[config.mk]
export PLATFORM = sky130hd
export DESIGN_NAME = axil_wr_arbiter
export DESIGN_NICKNAME = d
export VERILOG_FILES = /design/src/rtl/axil_wr_arbiter.sv
export SDC_FILE = /design/constraint.sdc
export NUM_CORES = 1
export LEC_CHECK = 0
export CORE_AREA = 2 2 165 167
export DETAILED_ROUTE_END_ITERATION = 8
export DIE_AREA = 0 0 167 169
export PLACE_DENSITY = 0.61
export SYNTH_ARGS = -nofsm -noshare
export SYNTH_HDL_FRONTEND = slang
export SYNTH_SLANG_ARGS = --single-unit
[constraint.sdc]
create_clock -name clk -period 1.8 [get_ports clk]
set_input_delay 0.36 -clock clk [delete_from_list [all_inputs] [get_ports clk]]
set_output_delay 0.36 -clock clk [all_outputs]
set_load 0.02 [all_outputs]
[src/rtl/axil_wr_arbiter.sv]
// N-to-1 AXI-Lite write-channel arbiter: round-robin grant held until B, local DECERR for undecodable writes.
// Build option: define AXIL_ARB_FIXED_PRIO_EN for fixed priority (lowest index wins, no rotating pointer).
module axil_wr_arbiter #(
    parameter  int N          = 4,
    parameter  int ADDR_WIDTH = 32,
    parameter  int DATA_WIDTH = 32,
    localparam int STRB       = DATA_WIDTH / 8,
    localparam int IDW        = $clog2(N)
) (
    input  logic                    clk,
    input  logic                    rst,
    input  logic [N-1:0]            s_awvalid,
    output logic [N-1:0]            s_awready,
    input  logic [N*ADDR_WIDTH-1:0] s_awaddr,
    input  logic [N-1:0]            s_wvalid,
    output logic [N-1:0]            s_wready,
    input  logic [N*DATA_WIDTH-1:0] s_wdata,
    input  logic [N*STRB-1:0]       s_wstrb,
    output logic [N-1:0]            s_bvalid,
    input  logic [N-1:0]            s_bready,
    output logic [N*2-1:0]          s_bresp,
    output logic                    m_awvalid,
    input  logic                    m_awready,
    output logic [ADDR_WIDTH-1:0]   m_awaddr,
    output logic                    m_wvalid,
    input  logic                    m_wready,
    output logic [DATA_WIDTH-1:0]   m_wdata,
    output logic [STRB-1:0]         m_wstrb,
    input  logic                    m_bvalid,
    output logic                    m_bready,
    input  logic [1:0]              m_bresp,
    output logic [ADDR_WIDTH-1:0]   dec_addr,
    input  logic                    dec_err,
    output logic [IDW-1:0]          grant_id,
    output logic                    busy
);

    typedef enum logic [2:0] {S_IDLE, S_FWD, S_RESP, S_ERR_AW_W, S_ERR_B} state_t;

    state_t                r_state, w_state_nxt;
    logic [IDW-1:0]        r_grant, w_cand, w_ptr;
    logic                  r_aw_done, r_w_done;
    logic                  w_any, w_aw_hs, w_w_hs;
    logic                  w_g_awvalid, w_g_wvalid, w_g_bready;
    logic                  w_g_awready, w_g_wready, w_g_bvalid;
    logic [1:0]            w_g_bresp;
    logic [ADDR_WIDTH-1:0] w_awaddr [N];
    logic [DATA_WIDTH-1:0] w_wdata  [N];
    logic [STRB-1:0]       w_wstrb  [N];

    // Per-master fan-out: only the granted lane sees the shared channel signals.
    for (genvar gi = 0; gi < N; gi++) begin : g_lane
        assign w_awaddr[gi]          = s_awaddr[gi*ADDR_WIDTH +: ADDR_WIDTH];
        assign w_wdata[gi]           = s_wdata[gi*DATA_WIDTH +: DATA_WIDTH];
        assign w_wstrb[gi]           = s_wstrb[gi*STRB +: STRB];
        assign s_awready[gi]         = w_g_awready && (r_grant == IDW'(gi));
        assign s_wready[gi]          = w_g_wready  && (r_grant == IDW'(gi));
        assign s_bvalid[gi]          = w_g_bvalid  && (r_grant == IDW'(gi));
        assign s_bresp[gi*2 +: 2]    = (r_grant == IDW'(gi)) ? w_g_bresp : 2'b00;
    end

`ifdef AXIL_ARB_FIXED_PRIO_EN
    assign w_ptr = '0;
`else
    logic [IDW-1:0] r_rr_ptr;
    assign w_ptr = r_rr_ptr;

    always_ff @(posedge clk) begin
        if (rst)
            r_rr_ptr <= '0;
        else if (r_state == S_IDLE && w_any)
            r_rr_ptr <= (w_cand == IDW'(N-1)) ? '0 : w_cand + IDW'(1);
    end
`endif

    always_comb begin
        int unsigned idx;
        idx    = 0;
        w_any  = 1'b0;
        w_cand = '0;
        for (int unsigned k = 0; k < N; k++) begin
            idx = (32'(w_ptr) + k) % N;
            if (!w_any && s_awvalid[IDW'(idx)]) begin
                w_any  = 1'b1;
                w_cand = IDW'(idx);
            end
        end
    end

    assign w_g_awvalid = s_awvalid[r_grant];
    assign w_g_wvalid  = s_wvalid[r_grant];
    assign w_g_bready  = s_bready[r_grant];

    always_comb begin
        w_state_nxt = r_state;
        w_aw_hs     = 1'b0;
        w_w_hs      = 1'b0;
        w_g_awready = 1'b0;
        w_g_wready  = 1'b0;
        w_g_bvalid  = 1'b0;
        w_g_bresp   = 2'b00;
        m_awvalid   = 1'b0;
        m_wvalid    = 1'b0;
        m_bready    = 1'b0;
        case (r_state)
            S_IDLE: begin
                if (w_any)
                    w_state_nxt = dec_err ? S_ERR_AW_W : S_FWD;
            end
            S_FWD: begin
                m_awvalid   = w_g_awvalid && !r_aw_done;
                w_g_awready = m_awready && !r_aw_done;
                m_wvalid    = w_g_wvalid && !r_w_done;
                w_g_wready  = m_wready && !r_w_done;
                w_aw_hs     = w_g_awvalid && m_awready && !r_aw_done;
                w_w_hs      = w_g_wvalid && m_wready && !r_w_done;
                if ((r_aw_done || w_aw_hs) && (r_w_done || w_w_hs))
                    w_state_nxt = S_RESP;
            end
            S_RESP: begin
                w_g_bvalid = m_bvalid;
                w_g_bresp  = m_bresp;
                m_bready   = w_g_bready;
                if (m_bvalid && w_g_bready)
                    w_state_nxt = S_IDLE;
            end
            S_ERR_AW_W: begin
                w_g_awready = !r_aw_done;
                w_g_wready  = !r_w_done;
                w_aw_hs     = w_g_awvalid && !r_aw_done;
                w_w_hs      = w_g_wvalid && !r_w_done;
                if ((r_aw_done || w_aw_hs) && (r_w_done || w_w_hs))
                    w_state_nxt = S_ERR_B;
            end
            S_ERR_B: begin
                w_g_bvalid = 1'b1;
                w_g_bresp  = 2'b11;
                if (w_g_bready)
                    w_state_nxt = S_IDLE;
            end
            default: w_state_nxt = S_IDLE;
        endcase
    end

    always_ff @(posedge clk) begin
        if (rst) begin
            r_state   <= S_IDLE;
            r_grant   <= '0;
            r_aw_done <= 1'b0;
            r_w_done  <= 1'b0;
        end else begin
            r_state <= w_state_nxt;
            if (r_state == S_IDLE) begin
                r_aw_done <= 1'b0;
                r_w_done  <= 1'b0;
                if (w_any)
                    r_grant <= w_cand;
            end else begin
                r_aw_done <= r_aw_done || w_aw_hs;
                r_w_done  <= r_w_done || w_w_hs;
            end
        end
    end

    assign busy     = (r_state != S_IDLE);
    assign grant_id = r_grant;
    assign m_awaddr = busy ? w_awaddr[r_grant] : '0;
    assign m_wdata  = busy ? w_wdata[r_grant]  : '0;
    assign m_wstrb  = busy ? w_wstrb[r_grant]  : '0;
    assign dec_addr = busy ? w_awaddr[r_grant] : w_awaddr[w_cand];

endmodule

==> impl_metrics.csv <==
group,metric,value,unit
status,outcome,"finished, violations left",
status,violations,"setup timing",
clock_network,numCtsBuffers,3,
floorplanning,die-height,169,um
timing,max_freq,423.0,MHz
layout,post_route_cells_drive_above_1_share,0.6141,
synth,ys_top_cells_by_count,"sky130_fd_sc_hd__mux2i_1, sky130_fd_sc_hd__mux4_2, sky130_fd_sc_hd__nand2_1, sky130_fd_sc_hd__and2_1, sky130_fd_sc_hd__o21ai_0",
route,vias_per_cell,4.626,
route,drcViolationCount,0,
route,dr_vias,6703,
worst_setup_path,path_common_cell,"sky130_fd_sc_hd__buf_12",
route,met2_length,16270,um
timing,fin_crit_sh,1.313,
synth,yosysTopAreaCell,"sky130_fd_sc_hd__mux2i_1",
synth,synthXorXnorAreaFrac,0.002053,
route,ant_nets,0,
global_routing,global_route.overflow_total,0,
global_routing,global_route.usage.total,0.2059,
worst_setup_path,critical_path.startpoint_type,"register",
worst_setup_path,worstSetupEndpointType,"output port",
synth,synthSimpleGateAreaFrac,0.2062,
worst_setup_path,critPathKind,"register to output port",
clock_network,cts_tree,"yes",
place,dpl.hpwl,21960,um
synth,synthesis.area_per_instance,8.221,um^2
layout,multi_input_comb_area,5634,um^2
synth,synth_enable_flop_cells,0,
timing,post-route-worst-setup-slack,-0.5642,ns
global_routing,grt_start_max_net_pins,41,
synth,post_synth_instance_area,4267,um^2
worst_setup_path,critical_path.top_delay_family,"compound AO/OA/AOI/OAI gates",
power,max-vdd-ir-drop,0.0005111,V
worst_setup_path,crit_required,1.44,ns
synth,dominant_combinational_cell_family_by_area_after_synthesis,"multiplexers",
layout,nets,1389,
global_routing,number_of_antenna_violations_at_the_first_check_in_global_routing,14,
route,highest_layer,"met5",
place,port_buffers,417,
timing,clock-skew-final,0.003855,ns
route,met3RoutedLength,1849,um
floorplanning,initial_core_util,0.1610,
route,drt-pass1-iter-count,4,
synth,postSynthCellCount,519,
route,wl_met1,11350,um
layout,design_area,13260,um^2
worst_setup_path,worst-path-buf-inv,4,
timing,worst-slew-pin-transition,0.4049,ns
worst_setup_path,worst-r2r-setup-slack,-0.40,ns
power,power_per_cell_area,855.5,nW/um^2
synth,yosysSeqAreaShare,0.04223,
global_routing,first_global_vias,7254,
worst_setup_path,cp_max_fo,6,
synth,synth_seq_cells,9,
synth,synth_most_common_cell,"sky130_fd_sc_hd__mux2i_1",
layout,instances_no_fill,1449,
timing,finalSetupViolations,118,
flow_run,max_cap_viols,0,
synth,async_reset_ff_frac,0,
worst_setup_path,arrival,2.00,ns
synth,ys_warns,0,
timing,finalHoldViolations,0,
layout,final_layout_fill_cell_count,2378,
worst_hold_path,hold_crit_class,"register to register",
power,p_total,11.35,mW
clock_network,cts_root_buf,"sky130_fd_sc_hd__clkbuf_16",
timing,timing.slew.headroom,0.7292,
synth,synth_largest_type_area_fraction,0.2252,
floorplanning,die_x,167,um
synth,synthFlopType,"sky130_fd_sc_hd__dfxtp_1",
synth,post_synth_num_cell_types,42,
place,dpl.cell_count,1355,
timing,drv_slew,0,
synth,synth.net_count,811,
place,finalWeightedCongestion,0.9009,
place,post_dp_cell_area,10930,um^2
timing,rsz0062_at_grt,"true",
clock_network,insertion_delay,0.24,ns
clock_network,clk_pin_slew,0.04,ns
clock_network,ctsLongestPathBuffers,2,
timing,finalCriticalPeriod,2.364,ns
floorplanning,design.core.area,26500,um^2
clock_network,cts.sinks,9,
layout,synthToLayoutAreaGrowth,210.9,%
synth,synth_compound_area_frac,0.1431,
floorplanning,rows,60,
global_routing,grt_pass1_wl,44380,um
clock_network,htree_levels,1,
worst_setup_path,crit_path_cell_trace,"a21o_1, a21boi_2, o21ai_4, buf_12, buf_12, buf_8, mux2i_4, o221ai_4, buf_6",
route,totalWireLength,30440,um
power,p_leak,5.194,nW
worst_setup_path,cp_slowest_cell,"sky130_fd_sc_hd__dfxtp_4",
route,dr.first_iter.drc_count,223,
floorplanning,floorplan.io_pins,418,
synth,netlist_top_cells_area,"sky130_fd_sc_hd__mux2i_1, sky130_fd_sc_hd__mux4_2, sky130_fd_sc_hd__mux2_2",
layout,final-seq-area,198.9,um^2
floorplanning,floorplan.die_area,28220,um^2
route,post_drt_wl_per_cell,21.01,um
synth,synth_adder_area_share,0,
synth,synthMuxAreaShare,0.5155,
worst_setup_path,critical-path-max-stage-delay,0.35,ns
[flip-flops by register name (all words and copies together) (netlist names)]
name,flops
r_state,3
r_rr_ptr,2
grant_id,2
r_aw_done,1
r_w_done,1
[final cells by class]
class / instances / share of cell area
Timing Repair Buffer: 625 / 0.5081
Multi-Input combinational cell: 423 / 0.4248
Tap cell: 341 / 0.03217
Sequential cell: 9 / 0.01500
Inverter: 35 / 0.01179
Clock buffer: 4 / 0.005943
Antenna cell: 12 / 0.002264
[power breakdown]
part	internal (mW)	total (mW)	switching (mW)
combinational	6.01	10.7	4.65
clock	0.297	0.401	0.104
sequential	0.243	0.288	0.0454
[routing by layer]
layer / GRT usage / vias up
li1: - / 3132
met1: 0.2276 / 3259
met5: 0 / -
met4: 0.07834 / 4
met3: 0.04489 / 44
met2: 0.3841 / 264
[worst reg2reg max path, stage by stage, from the launching register on]
cell and delay, ns:
sky130_fd_sc_hd__dfxtp_4 0.35, sky130_fd_sc_hd__buf_6 0.13, sky130_fd_sc_hd__buf_12 0.14, sky130_fd_sc_hd__buf_16 0.14, sky130_fd_sc_hd__buf_6 0.12, sky130_fd_sc_hd__mux4_2 0.36
sky130_fd_sc_hd__buf_6 0.11, sky130_fd_sc_hd__o22a_1 0.18, sky130_fd_sc_hd__or4b_1 0.45, sky130_fd_sc_hd__a31oi_1 0.14
[kinds of logic after synthesis]
logic type | Yosys count
buffers and inverters | 87
muxes | 167
DFF | 9
and+or+nand+nor | 166
AOI/OAI and AO/OA | 89
xor gates and xnor gates | 1
[layout by cell type, fill, tap and decap left out, drive strengths merged, types with 10 or more instances in the layout]
cell / instances
and2: 36
buf: 333
clkdlybuf4s50: 286
diode: 12
inv: 35
mux2: 32
mux2i: 96
mux4: 39
nand2: 39
nor2: 26
nor3: 10
o21ai: 37
o221ai: 32
or2: 33
[repair_timing]
| action | in CTS | in global routing |
|---|---|---|
| buffers inserted | 57 | 14 |
| endpoints found under the setup margin | 133 | 130 |
| gates resized for setup | 906 | 108 |
| cloned | 19 | 1 |
| pin swaps | 80 | 73 |
| hold buffers | 0 | 0 |
[final timing paths]
kind / start / end / cells past startpoint
max: r_rr_ptr[1]$_SDFFE_PP0P_ / dec_addr[31] / 9
min: r_aw_done$_SDFF_PP0_ / r_aw_done$_SDFF_PP0_ / 3
max reg2reg: grant_id[0]$_SDFFE_PP0P_ / r_state[1]$_SDFFE_PP0P_ / 9
min reg2reg: r_aw_done$_SDFF_PP0_ / r_aw_done$_SDFF_PP0_ / 3
[stage by stage]
step | utilization | hold slack, ns | worst slack, ns | setup TNS (ns)
final | 0.5005 | 0.6475 | -0.5642 | -40.64
after floorplan | - | 0.4934 | -0.1256 | -4.149
after global routing | 0.5005 | 0.6705 | -0.6235 | -47.17
after detailed placement | 0.4124 | 0.5450 | -1.413 | -94.41
after global placement | 0.4124 | 0.5410 | -1.388 | -93.28
after CTS | 0.4899 | 0.6452 | -0.6028 | -44.84
Note: power is estimated with default switching activity, not from simulation.
